==> config.mk <==
export PLATFORM = sky130hd
export DESIGN_NAME = pc_load_ctrl
export DESIGN_NICKNAME = d
export VERILOG_FILES = /design/src/rtl/pc_pkg.sv /design/src/rtl/pc_next_sel.sv /design/src/rtl/pc_load_ctrl.sv
export SDC_FILE = /design/constraint.sdc
export NUM_CORES = 1
export LEC_CHECK = 0
export BUFFER_PORTS_ARGS = -buffer_cell sky130_fd_sc_hd__buf_2
export CORE_ASPECT_RATIO = 1.1
export CORE_UTILIZATION = 55
export DETAILED_ROUTE_END_ITERATION = 7
export PLACE_DENSITY_LB_ADDON = 0.25
export SLEW_MARGIN = 20
export SYNTH_ARGS = -nofsm -noshare
export SYNTH_HDL_FRONTEND = slang
export SYNTH_HIERARCHICAL = 1
export SYNTH_SLANG_ARGS = --single-unit
==> constraint.sdc <==
create_clock -name i_clk -period 6.8 [get_ports i_clk]
set_clock_uncertainty 0.1 [all_clocks]
set_input_delay 0 -clock i_clk [delete_from_list [all_inputs] [get_ports i_clk]]
set_output_delay 0 -clock i_clk [all_outputs]
set_load 0.05 [all_outputs]
==> src/rtl/pc_pkg.sv <==
// ---------------------------------------------------------------------------
// pc_pkg
// Shared types and constants for the program-counter load controller.
//   PC_WIDTH    : default program-counter width, matches the reg_6bit store
//   pc_t        : one program-counter value
//   pc_state_e  : sequencer states (INIT, RUN, HALT)
// ---------------------------------------------------------------------------
package pc_pkg;

   localparam int PC_WIDTH = 6;

   typedef logic [PC_WIDTH-1:0] pc_t;

   typedef enum logic [1:0] {
      INIT = 2'd0,
      RUN  = 2'd1,
      HALT = 2'd2
   } pc_state_e;

endpackage

==> src/rtl/pc_next_sel.sv <==
// ---------------------------------------------------------------------------
// pc_next_sel
// Combinational next-load selection for pc_load_ctrl. Picks between the
// reset-address load, an accepted jump, an increment, or holding, and works
// out which state the sequencer moves to.
// Ports:
//   i_state       : current sequencer state
//   i_run         : increment permitted
//   i_jmp_fire    : jump handshake completes this cycle (valid && ready)
//   i_jmp_addr    : jump target
//   i_pc          : PC value the register holds after any load in flight
//   o_ld_next     : next load strobe
//   o_value_next  : next load value (only meaningful when o_ld_next is high)
//   o_wrap_next   : next wrap pulse
//   o_state_next  : next sequencer state
// ---------------------------------------------------------------------------
module pc_next_sel
   import pc_pkg::*;
#(
   parameter int               WIDTH      = PC_WIDTH,
   parameter logic [WIDTH-1:0] RESET_ADDR = '0,
   parameter logic [WIDTH-1:0] HALT_ADDR  = '1
) (
   input  pc_state_e        i_state,
   input  logic             i_run,
   input  logic             i_jmp_fire,
   input  logic [WIDTH-1:0] i_jmp_addr,
   input  logic [WIDTH-1:0] i_pc,
   output logic             o_ld_next,
   output logic [WIDTH-1:0] o_value_next,
   output logic             o_wrap_next,
   output pc_state_e        o_state_next
);

   localparam logic [WIDTH-1:0] ONE = {{(WIDTH-1){1'b0}}, 1'b1};

   // Priority select: jump beats increment beats hold. HALT only reacts to
   // jumps, so run is ignored there. Any load whose value is the halt
   // address parks the sequencer in HALT; every other load lands in RUN,
   // which also covers leaving HALT through a jump.
   always_comb begin
      o_ld_next    = 1'b0;
      o_value_next = '0;
      o_wrap_next  = 1'b0;
      o_state_next = i_state;

      case (i_state)
         INIT: begin
            o_ld_next    = 1'b1;
            o_value_next = RESET_ADDR;
         end
         RUN: begin
            if (i_jmp_fire) begin
               o_ld_next    = 1'b1;
               o_value_next = i_jmp_addr;
            end else if (i_run) begin
               o_ld_next    = 1'b1;
               o_value_next = i_pc + ONE;
               o_wrap_next  = (i_pc == '1);
            end
         end
         HALT: begin
            if (i_jmp_fire) begin
               o_ld_next    = 1'b1;
               o_value_next = i_jmp_addr;
            end
         end
         default: begin
            o_state_next = INIT;
         end
      endcase

      if (o_ld_next) begin
         o_state_next = (o_value_next == HALT_ADDR) ? HALT : RUN;
      end
   end

endmodule

==> src/rtl/pc_load_ctrl.sv <==
// ---------------------------------------------------------------------------
// pc_load_ctrl
// Load-side controller for the program counter. Drives the load strobe and
// load value of the external reg_6bit, sequencing reset initialisation,
// free-running increment with wrap, and handshaked jumps.
// Ports:
//   i_clk        : clock, rising edge
//   i_rst_n      : synchronous active-low reset
//   i_run        : level, permits increment steps
//   i_jmp_valid  : jump request valid
//   i_jmp_addr   : jump target
//   o_jmp_ready  : jump accepted when high together with i_jmp_valid
//   o_ld         : registered load strobe to reg_6bit
//   o_l_value    : registered load value to reg_6bit
//   o_pc_shadow  : copy of the value last loaded into reg_6bit
//   o_wrap       : one-cycle pulse on the load that wraps to zero
//   o_halted     : high while parked in HALT
// ---------------------------------------------------------------------------
module pc_load_ctrl
   import pc_pkg::*;
#(
   parameter int               WIDTH      = PC_WIDTH,
   parameter logic [WIDTH-1:0] RESET_ADDR = '0,
   parameter logic [WIDTH-1:0] HALT_ADDR  = '1
) (
   input  logic             i_clk,
   input  logic             i_rst_n,
   input  logic             i_run,
   input  logic             i_jmp_valid,
   input  logic [WIDTH-1:0] i_jmp_addr,
   output logic             o_jmp_ready,
   output logic             o_ld,
   output logic [WIDTH-1:0] o_l_value,
   output logic [WIDTH-1:0] o_pc_shadow,
   output logic             o_wrap,
   output logic             o_halted
);

   pc_state_e        r_state;
   logic             r_ld;
   logic [WIDTH-1:0] r_lValue;
   logic [WIDTH-1:0] r_pcShadow;
   logic             r_wrap;
   logic             r_halted;

   logic             w_jmpFire;
   logic [WIDTH-1:0] w_pcCur;
   logic             w_ldNext;
   logic [WIDTH-1:0] w_valueNext;
   logic             w_wrapNext;
   pc_state_e        w_stateNext;

   // Ready depends on state alone so a requester may wait on it before
   // raising valid without forming a combinational loop.
   assign o_jmp_ready = (r_state != INIT);
   assign w_jmpFire   = i_jmp_valid && o_jmp_ready;

   // The shadow lags a load by one cycle, so increments must start from the
   // value that is being loaded right now, otherwise back-to-back increments
   // would repeat the same value.
   assign w_pcCur = r_ld ? r_lValue : r_pcShadow;

   pc_next_sel #(
      .WIDTH      (WIDTH),
      .RESET_ADDR (RESET_ADDR),
      .HALT_ADDR  (HALT_ADDR)
   ) u_nextSel (
      .i_state      (r_state),
      .i_run        (i_run),
      .i_jmp_fire   (w_jmpFire),
      .i_jmp_addr   (i_jmp_addr),
      .i_pc         (w_pcCur),
      .o_ld_next    (w_ldNext),
      .o_value_next (w_valueNext),
      .o_wrap_next  (w_wrapNext),
      .o_state_next (w_stateNext)
   );

   // State and all outputs are registered here. The load value only changes
   // when a load is issued, so it keeps the last loaded value while holding.
   // The shadow follows each load one edge later, in step with reg_6bit.
   // Halted rises on the first edge spent in HALT without a jump leaving it.
   always_ff @(posedge i_clk) begin
      if (!i_rst_n) begin
         r_state    <= INIT;
         r_ld       <= 1'b0;
         r_lValue   <= '0;
         r_pcShadow <= '0;
         r_wrap     <= 1'b0;
         r_halted   <= 1'b0;
      end else begin
         r_state <= w_stateNext;
         r_ld    <= w_ldNext;
         r_wrap  <= w_wrapNext;
         if (w_ldNext) begin
            r_lValue <= w_valueNext;
         end
         if (r_ld) begin
            r_pcShadow <= r_lValue;
         end
         r_halted <= (r_state == HALT) && !w_jmpFire;
      end
   end

   assign o_ld        = r_ld;
   assign o_l_value   = r_lValue;
   assign o_pc_shadow = r_pcShadow;
   assign o_wrap      = r_wrap;
   assign o_halted    = r_halted;

endmodule

==> run_results.csv, run 1 <==
group,metric,value,unit
min_path,hold_path_class,"input port to register",
clock_tree,cts_sinks,17,
worst_setup_path,critPathMaxStageDelay,580,ps
detailed_routing,firstDrtPassIters,6,
power_and_ir_drop,leakage,0.592,nW
clock_tree,worstSkewPairLatency,300,ps
placed_design,place_congestion,0.828,
worst_setup_path,regToRegStartpoint,"o_ld",
worst_setup_path,crit_start,"o_ld",
worst_setup_path,critPathSlowestCell,"dfxtp_1",
synth,synthFlopType,"dfxtp_1",
worst_setup_path,crit_family,"compound AO/OA/AOI/OAI gates",
sta,slew_headroom,0.664,
synth,synthCells,110,
synth,synth_edf_count,0,
synth,async_flop_share,0,
power_and_ir_drop,power.total,0.194,mW
worst_setup_path,ff2ff_path_depth,8,
detailed_routing,wl_per_cell,14.6,um
synth,yosysWarnings,6,
sta,slew_violations,0,
detailed_routing,wirelength,2.27,mm
synth,synthSimpleGateAreaFrac,0.258,
detailed_routing,drc,1,
synth,ys_seq_elements,17,
placed_design,portBuffers,25,
global_route,antenna_found_initial,0,
clock_tree,cts.path.max_buffers,2,
detailed_routing,vias,897,
worst_setup_path,critical_path.endpoint,"r_state[0]",
clock_tree,clk_pin_slew,110,ps
finish,drive_gt1_frac,0.326,
sta,fin_tns_setup,0,ps
detailed_routing,drt_iter0_markers,21,
global_route,gr-total-overflow,0,
global_route,grt_first_pass_wirelength,3.34,mm
sta,holdWs,66.0,ps
finish,fin_nets,155,
synth,synth_nets,126,
clock_tree,cts_tree,"done",
clock_tree,cts_root_buf,"clkbuf_4",
synth,synthXorXnorAreaFrac,0.00831,
clock_tree,cts.repair.resized,0,
die,placementRows,16,
sta,finalHoldViolCount,0,
die,initial_core_util,0.591,
finish,diodes,0,
synth,syn_area_per_cell,9.58,um^2
die,dieArea,2090,um^2
worst_setup_path,cp-start-kind,"register",
power_and_ir_drop,ir_drop,0.000105,V
global_route,grt_pass1_vias,772,
worst_setup_path,crit_fanout,7,
synth,synth_area,1050,um^2
synth,yosysSeqAreaShare,0.323,
placed_design,place_area,1180,um^2
die,dieWidth,43.7,um
worst_setup_path,end_kind,"register",
placed_design,hpwl,1.68,mm
synth,synth-compound-area-share,0.116,
worst_setup_path,arrival,2670,ps
synth,synth_top_area_cell,"dfxtp_1",
worst_setup_path,crit_chain,"mux2_4 > ha_1 > nand2_1 > o31a_1 > a2111o_1 > a211oi_2 > a21oi_1 > and2_1",
die,core-area,1780,um^2
clock_tree,numCtsBuffers,3,
finish,final_common_cell,"buf_2",
sta,fin_crit,2560,ps
detailed_routing,ant_nets,0,
clock_tree,htreeDepth,1,
sta,max_freq,0.390,GHz
worst_setup_path,worstPathRequired,6910,ps
worst_setup_path,cp_num_buf_inv,0,
run,max_cap_viol_count,0,
worst_setup_path,crit_type,"register to register",
worst_setup_path,timing.rr.end,"r_state[0]",
sta,grt_setup_unrepaired,"no",
synth,synth_top_family_by_area,"simple AND/OR/NAND/NOR gates",
sta,min_period_over_period,0.377,
synth,ys_top_cells_by_area,"dfxtp_1 (32%), mux2_4 (8.6%), ha_1 (7.1%), mux2i_1 (5.7%), and2_4 (5.0%)",
power_and_ir_drop,power_density,157,nW/um^2
finish,final_cell_mix,"buf_2 (25), dfxtp_1 (17), a21oi_1 (8), nor2_1 (8), nor2b_1 (7)",
finish,finalInstanceArea,1230,um^2
global_route,grt_max_degree,18,
synth,synth_mux_area_frac,0.185,
synth,yosys.area_share.adder,0.0713,
finish,fillers,144,
synth,yosysUniqueCellTypes,32,
synth,synth_top_cell_area_share,0.323,
global_route,grt.total_usage,0.226,
outcome,violations,"design-rule violations",
min_path,hp-start,"i_jmp_addr[0]",
finish,syn_to_final_growth,17.1,%
outcome,outcome,"finished with violations",
sta,finalSetupViolations,0,
die,die_h,47.9,um
worst_setup_path,critical_path_depth,8,
sta,worstMarginPinSlew,505,ps
die,pin_count,26,
detailed_routing,via_per_inst,5.75,
worst_setup_path,r2r_slack,4240,ps
[registers in the layout, summed over array words and instances, names as in the netlist]
name         flops
o_halted         1
o_l_value        6
o_ld             1
o_pc_shadow      6
o_wrap           1
r_state          2
[final cells by class]
type | count | area, um^2 | area share
inverters | 4 | 15.0 | 0.0122
clock buffers | 3 | 22.5 | 0.0183
clock inverters | 1 | 5.00 | 0.00406
repair buffers | 28 | 155 | 0.126
well taps | 18 | 22.5 | 0.0183
flip-flops and latches | 17 | 340 | 0.276
multi-input cells | 85 | 673 | 0.546
[per-stage QoR]
stage          setup slack (ps)  utilization  std cells
2_1_floorplan              4130            -        110
3_3_place_gp               4370        0.660        149
3_5_place_dp               4270        0.660        149
4_1_cts                    4250        0.692        156
5_1_grt                    4120        0.692        156
6_report                   4240        0.692        156
[worst register-to-register path, stage by stage (launching register included)]
cell and delay [ps]:
dfxtp_1 580, mux2_4 380, ha_1 290, nand2_1 70
o31a_1 240, a2111o_1 400, a211oi_2 200, a21oi_1 50
and2_1 160
[repair_timing]
| item | CTS | global route |
|---|---|---|
| setup buffers | 0 | 0 |
| endpoints found under the hold margin | 17 | 0 |
| hold buffers | 3 | 0 |
[power breakdown]
part / internal [mW] / switching, mW / total (mW)
combinational: 0.0129 / 0.0200 / 0.0329
sequential: 0.101 / 0.00266 / 0.104
clock: 0.0219 / 0.0355 / 0.0575
[metal layers]
metal / wire length, um / GRT usage / up-vias
li1: - / - / 437
met1: 962 / 0.259 / 413
met2: 1160 / 0.391 / 42
met3: 109 / 0.0453 / 5
met4: 37 / 0.144 / 0
met5: 0 / 0 / -
[worst min-delay path by stage]
stage / endpoint / slack (ps) / cells after the start
global route: o_l_value[2] / 90 / 5
floorplan: o_halted / -20 / 1
CTS: o_l_value[2] / 60 / 5
finish: o_l_value[0] / 70 / 5
global placement: o_halted / 70 / 2
detailed placement: o_halted / 80 / 2
[cell families (layout without fill, tap and decap cells)]
| logic type | after synthesis | count (layout) |
|---|---|---|
| DFF | 17 | 17 |
| muxes | 14 | 14 |
| AOI/OAI and AO/OA | 18 | 18 |
| xor gates and xnor gates | 1 | 1 |
| adders and majority gates | 6 | 6 |
| buffers and inverters | 8 | 36 |
| and+or+nand+nor | 46 | 46 |
[cells in the mapped netlist (all sizes together) (2+ instances only)]
library cell  count
dfxtp            17
and2             11
a21oi             8
mux2i             8
nor2              8
nor2b             7
ha                6
mux2              6
nand2             6
nand3             5
inv               4
buf               3
a21o              2
nand3b            2
nor3              2
or3b              2
Note: power is estimated with default switching activity, not from simulation.
==> inputs of run 2 (changes only) <==
Settings changed: CORE_UTILIZATION 55 to 52.
Clock period 6.8 ns to 2.55 ns, I/O delays scaled along.
==> run_results.csv, run 2 (same netlist as run 1, synthesis figures left out) <==
group,metric,value,unit
power_and_ir_drop,power.share.clock,0.286,
placed_design,place_congestion,0.839,
sta,setup_ws,138,ps
worst_setup_path,crit_start,"r_state[1]",
die,placementRows,16,
min_path,hold_path_class,"input port to register",
die,pin_count,26,
sta,min_period_over_period,0.946,
finish,fillers,156,
clock_tree,postCtsSetupBuffers,0,
sta,max_freq,0.415,GHz
clock_tree,cts.path.max_buffers,2,
detailed_routing,drc,0,
power_and_ir_drop,p_comb_frac,0.179,
sta,slew_violations,0,
clock_tree,cts_root_buf,"clkbuf_4",
worst_setup_path,timing.rr.end,"r_state[0]",
power_and_ir_drop,switching_share,0.289,
clock_tree,cts_sinks,17,
finish,diodes,0,
detailed_routing,wl_per_cell,12.9,um
power_and_ir_drop,power_density,408,nW/um^2
die,die_h,49.2,um
global_route,grt_max_degree,18,
worst_setup_path,critical_path_depth,8,
detailed_routing,via_per_inst,5.24,
sta,worstMarginPinSlew,383,ps
sta,finalHoldViolCount,0,
outcome,outcome,"finished, final reports clean",
global_route,grt_pass1_vias,822,
die,dieWidth,44.9,um
global_route,antenna_found_initial,0,
global_route,grt_first_pass_wirelength,3.57,mm
global_route,gr-total-overflow,0,
worst_setup_path,cp_common_cell,"and2_1",
run,max_cap_viol_count,0,
worst_setup_path,cp-start-kind,"register",
finish,syn_to_final_growth,19.7,%
worst_setup_path,regToRegStartpoint,"r_state[1]",
worst_setup_path,critical_path.endpoint,"r_state[0]",
detailed_routing,vias,875,
sta,fin_tns_setup,0,ps
placed_design,hpwl,1.67,mm
power_and_ir_drop,p_int,0.365,mW
worst_setup_path,crit_fanout,13,
detailed_routing,ant_nets,0,
worst_setup_path,critPathSlowestCell,"or3b_1",
placed_design,dp_slack,161,ps
clock_tree,clk_pin_slew,100,ps
die,dieArea,2210,um^2
die,initial_core_util,0.572,
worst_setup_path,cp_num_buf_inv,0,
worst_setup_path,worstPathRequired,2650,ps
finish,drive_gt1_frac,0.343,
power_and_ir_drop,leakage,0.602,nW
worst_setup_path,arrival,2510,ps
sta,slew_headroom,0.745,
worst_setup_path,end_kind,"register",
sta,finalSetupViolations,0,
finish,final_cell_mix,"buf_2 (25), dfxtp_1 (16), a21oi_1 (8), nor2_1 (8), nor2b_1 (7)",
worst_setup_path,crit_type,"register to register",
clock_tree,htreeDepth,1,
worst_setup_path,crit_chain,"or2_2 > and2_1 > or3b_1 > mux2i_4 > o2111ai_1 > a211oi_2 > a21oi_1 > and2_1",
clock_tree,cts_tree,"done",
clock_tree,numCtsBuffers,3,
power_and_ir_drop,ir_drop,0.000361,V
power_and_ir_drop,seqPwrFrac,0.535,
finish,final_common_cell,"buf_2",
worst_setup_path,crit_family,"simple AND/OR/NAND/NOR gates",
placed_design,portBuffers,25,
global_route,grt.total_usage,0.220,
sta,fin_crit,2410,ps
finish,fin_nets,157,
worst_setup_path,critPathMaxStageDelay,450,ps
clock_tree,worstSkewPairLatency,290,ps
worst_setup_path,r2r_slack,140,ps
detailed_routing,wirelength,2.16,mm
worst_setup_path,ff2ff_path_depth,8,
detailed_routing,drt_iter0_markers,12,
sta,grt_setup_unrepaired,"no",
power_and_ir_drop,power.net_switching,0.149,mW
die,core-area,1840,um^2
detailed_routing,firstDrtPassIters,4,
==> run 2: final cells by class <==
cell class | count | area [um^2] | area share
tap | 27 | 33.8 | 0.0268
inverter | 4 | 15.0 | 0.0119
clock inverter | 1 | 5.00 | 0.00397
multi-input combinational | 85 | 673 | 0.534
clock buffer | 3 | 22.5 | 0.0179
timing repair buffer | 30 | 170 | 0.135
sequential | 17 | 342 | 0.271
==> run 2: worst reg2reg max path, cell delays in order, from the launching register on <==
cell	delay, ps
dfxtp_1	370
or2_2	320
and2_1	290
or3b_1	450
mux2i_4	170
o2111ai_1	140
a211oi_2	270
a21oi_1	50
and2_1	150
==> run 2: worst min-delay path by stage <==
stage	startpoint	endpoint	slack, ps	cells after the start
3_5_place_dp	i_jmp_valid	o_halted	80	2
6_report	i_jmp_addr[1]	o_l_value[1]	30	5
4_1_cts	i_jmp_addr[1]	o_l_value[1]	20	5
2_1_floorplan	i_jmp_valid	o_halted	-20	1
5_1_grt	i_jmp_addr[1]	o_l_value[1]	70	5
3_3_place_gp	i_jmp_valid	o_halted	90	2
==> run 2: through the flow <==
| stage | power, mW | hold slack, ps | area (um^2) | util | cells |
|---|---|---|---|---|---|
| 2_1_floorplan | 0.349 | -22.5 | 1050 | - | 110 |
| 3_3_place_gp | 0.369 | 86.9 | 1200 | 0.654 | 160 |
| 3_5_place_dp | 0.371 | 84.1 | 1200 | 0.654 | 160 |
| 4_1_cts | 0.518 | 23.3 | 1260 | 0.685 | 167 |
| 5_1_grt | 0.542 | 67.8 | 1260 | 0.685 | 167 |
| 6_report | 0.514 | 27.5 | 1260 | 0.685 | 167 |
==> run 2: routing by layer <==
metal / wire length [um] / share of wire / vias up / GRT usage
li1: - / - / 444 / -
met1: 928 / 0.43 / 396 / 0.253
met2: 1080 / 0.50 / 29 / 0.382
met3: 111 / 0.051 / 6 / 0.0444
met4: 44 / 0.020 / 0 / 0.0909
met5: 0 / 0 / - / 0
==> run 2: power groups by stage <==
stage | Sequential (mW) | Combinational [mW] | Clock (mW)
2_1_floorplan | 0.289 | 0.0595 | 0
3_3_place_gp | 0.281 | 0.0882 | 0
3_5_place_dp | 0.281 | 0.0893 | 0
4_1_cts | 0.275 | 0.0919 | 0.151
5_1_grt | 0.276 | 0.100 | 0.167
6_report | 0.275 | 0.0920 | 0.147
==> run 2: timing repair <==
action                    CTS  global route
hold buffers                3             0
hold endpoints to repair   17             0
gates resized for setup     0             0
==> inputs of run 3 (changes only) <==
Settings changed: ABC_AREA set to 1.
==> run_results.csv, run 3 <==
group,metric,value,unit
outcome,outcome,"finished, final reports clean",
power_and_ir_drop,seqPwrFrac,0.438,
detailed_routing,ant_nets,0,
synth,synthCells,179,
power_and_ir_drop,switching_share,0.401,
clock_tree,numCtsBuffers,3,
worst_setup_path,ff2ff_path_depth,16,
die,dieArea,2310,um^2
synth,synth_most_common_cell,"nand2_1",
worst_setup_path,arrival,2110,ps
finish,drive_gt1_frac,0.196,
sta,min_period_over_period,0.785,
placed_design,portBuffers,25,
worst_setup_path,timing.rr.end,"r_state[0]",
detailed_routing,drt_iter0_markers,10,
power_and_ir_drop,p_int,0.406,mW
clock_tree,postCtsSetupBuffers,0,
sta,finalHoldViolCount,0,
synth,ys_top_cells_by_area,"dfxtp_1 (31%), nand2_1 (16%), inv_1 (14%), nor2_1 (12%), ha_1 (6.8%)",
clock_tree,cts.path.max_buffers,2,
die,placementRows,17,
synth,synth_top_cell_area_share,0.308,
power_and_ir_drop,p_comb_frac,0.343,
power_and_ir_drop,power.total,0.678,mW
placed_design,dp_slack,542,ps
power_and_ir_drop,power.net_switching,0.272,mW
power_and_ir_drop,power.share.clock,0.220,
synth,ys_seq_elements,17,
global_route,grt_max_degree,13,
detailed_routing,via_per_inst,4.57,
min_path,min_to,"o_wrap",
synth,synth_top_area_cell,"dfxtp_1",
die,dieWidth,45.9,um
detailed_routing,wl_per_cell,9.87,um
detailed_routing,drc,0,
run,max_cap_viol_count,0,
sta,slew_violations,0,
worst_setup_path,regToRegStartpoint,"o_ld",
min_path,hp-start,"i_run",
sta,setup_ws,549,ps
sta,grt_setup_unrepaired,"no",
worst_setup_path,end_kind,"register",
worst_setup_path,crit_type,"register to register",
finish,final_cell_mix,"nand2_1 (46), inv_1 (42), nor2_1 (34)",
global_route,grt_first_pass_wirelength,4.02,mm
detailed_routing,wirelength,2.34,mm
synth,syn_area_per_cell,6.17,um^2
sta,max_freq,0.500,GHz
clock_tree,cts_root_buf,"clkbuf_4",
finish,syn_to_final_growth,18.3,%
global_route,grt.total_usage,0.238,
finish,stdcell_count,237,
die,pin_count,26,
finish,post-route-util,0.653,
global_route,antenna_found_initial,0,
power_and_ir_drop,power_density,519,nW/um^2
sta,worstMarginPinSlew,263,ps
synth,synthFlopType,"dfxtp_1",
die,die_h,50.3,um
worst_setup_path,worstPathRequired,2660,ps
sta,fin_crit,2000,ps
clock_tree,cts.repair.resized,0,
sta,slew_headroom,0.824,
clock_tree,clk_pin_slew,100,ps
min_path,hold_path_class,"input port to register",
finish,fin_nets,226,
placed_design,place_congestion,0.919,
global_route,grt_pass1_vias,1001,
synth,yosysUniqueCellTypes,22,
synth,yosysSeqAreaShare,0.308,
synth,async_flop_share,0,
detailed_routing,vias,1082,
clock_tree,holdBufCountCts,3,
min_path,holdPathStages,5,
power_and_ir_drop,leakage,0.809,nW
clock_tree,worstSkewPairLatency,300,ps
finish,final_common_cell,"nand2_1",
clock_tree,cts_sinks,17,
placed_design,placedCellCount,230,
worst_setup_path,crit_fanout,8,
detailed_routing,firstDrtPassIters,4,
sta,finalSetupViolations,0,
placed_design,hpwl,1.83,mm
global_route,gr-total-overflow,0,
die,core-area,2000,um^2
sta,fin_tns_setup,0,ps
clock_tree,htreeDepth,1,
worst_setup_path,r2r_slack,550,ps
finish,diodes,0,
die,initial_core_util,0.552,
synth,synth_area,1100,um^2
synth,synth_nets,195,
synth,ys_top_cells_by_count,"nand2_1 (46), inv_1 (42), nor2_1 (34)",
worst_setup_path,cp-start-kind,"register",
clock_tree,cts_tree,"done",
synth,synth_edf_count,0,
synth,yosysWarnings,6,
power_and_ir_drop,ir_drop,0.000457,V
-- run 3: cell count changes after synthesis, sizes merged, moves of 9 or more --
cell / before / now
inv: 4 / 44
nor2: 8 / 38
nand2: 6 / 48
and2: 11 / 0
o21ai: 1 / 10
-- run 3: power by group through the flow --
stage | logic, mW | registers (mW) | clock network (mW)
after global placement | 0.225 | 0.302 | 0
after detailed placement | 0.229 | 0.303 | 0
after global routing | 0.258 | 0.300 | 0.167
after CTS | 0.232 | 0.297 | 0.153
final | 0.232 | 0.297 | 0.149
after floorplan | 0.124 | 0.359 | 0
-- run 3: how the worst max path moves through the flow --
| stage | startpoint | end | slack [ps] | cells past startpoint |
|---|---|---|---|---|
| after global placement | o_ld | r_state[0] | 610 | 15 |
| after detailed placement | o_ld | r_state[0] | 540 | 16 |
| after global routing | o_ld | r_state[0] | 330 | 16 |
| after floorplan | o_ld | r_state[0] | 370 | 15 |
| final | o_ld | r_state[0] | 550 | 16 |
| after CTS | o_ld | r_state[0] | 540 | 16 |
-- run 3: worst max-delay path: stages (launching register included) --
cell and delay [ps]:
dfxtp_1 390, inv_2 120, nand2_1 60, nand2_1 70, inv_1 110, ha_1 310, inv_1 40, nand2_1 90
nand3_4 80, nor2_4 110, nand3_2 80, nor2_2 80, nand2_1 60, nor2_1 90, nor2_1 40, nand2_1 60
inv_1 30
-- run 3: through the flow --
stage	instance area (um^2)	hold WS, ps
floorplan	1100	-23.8
global placement	1250	82.6
detailed placement	1250	84.8
CTS	1310	33.4
global route	1310	63.1
finish	1310	29.3
-- run 3: layer usage --
layer	track usage	routed length, um
met5	0	0
met4	0.0931	35
met3	0.0540	76
met1	0.287	1010
met2	0.394	1220
-- run 3: cells by family after synthesis --
family / after synthesis / synth area share
compound gates: 11 / 0.0556
buf+inv: 46 / 0.164
simple gates: 99 / 0.404
fa+ha+maj: 6 / 0.0680
flops: 17 / 0.308
-- run 3: cell type report --
class / instances / area (um^2)
clock buffers: 3 / 22.5
clock inverters: 1 / 5.00
fillers: 214 / 694
inverters: 44 / 165
multi-input cells: 116 / 582
flip-flops and latches: 17 / 340
well taps: 28 / 35.0
repair buffers: 28 / 155
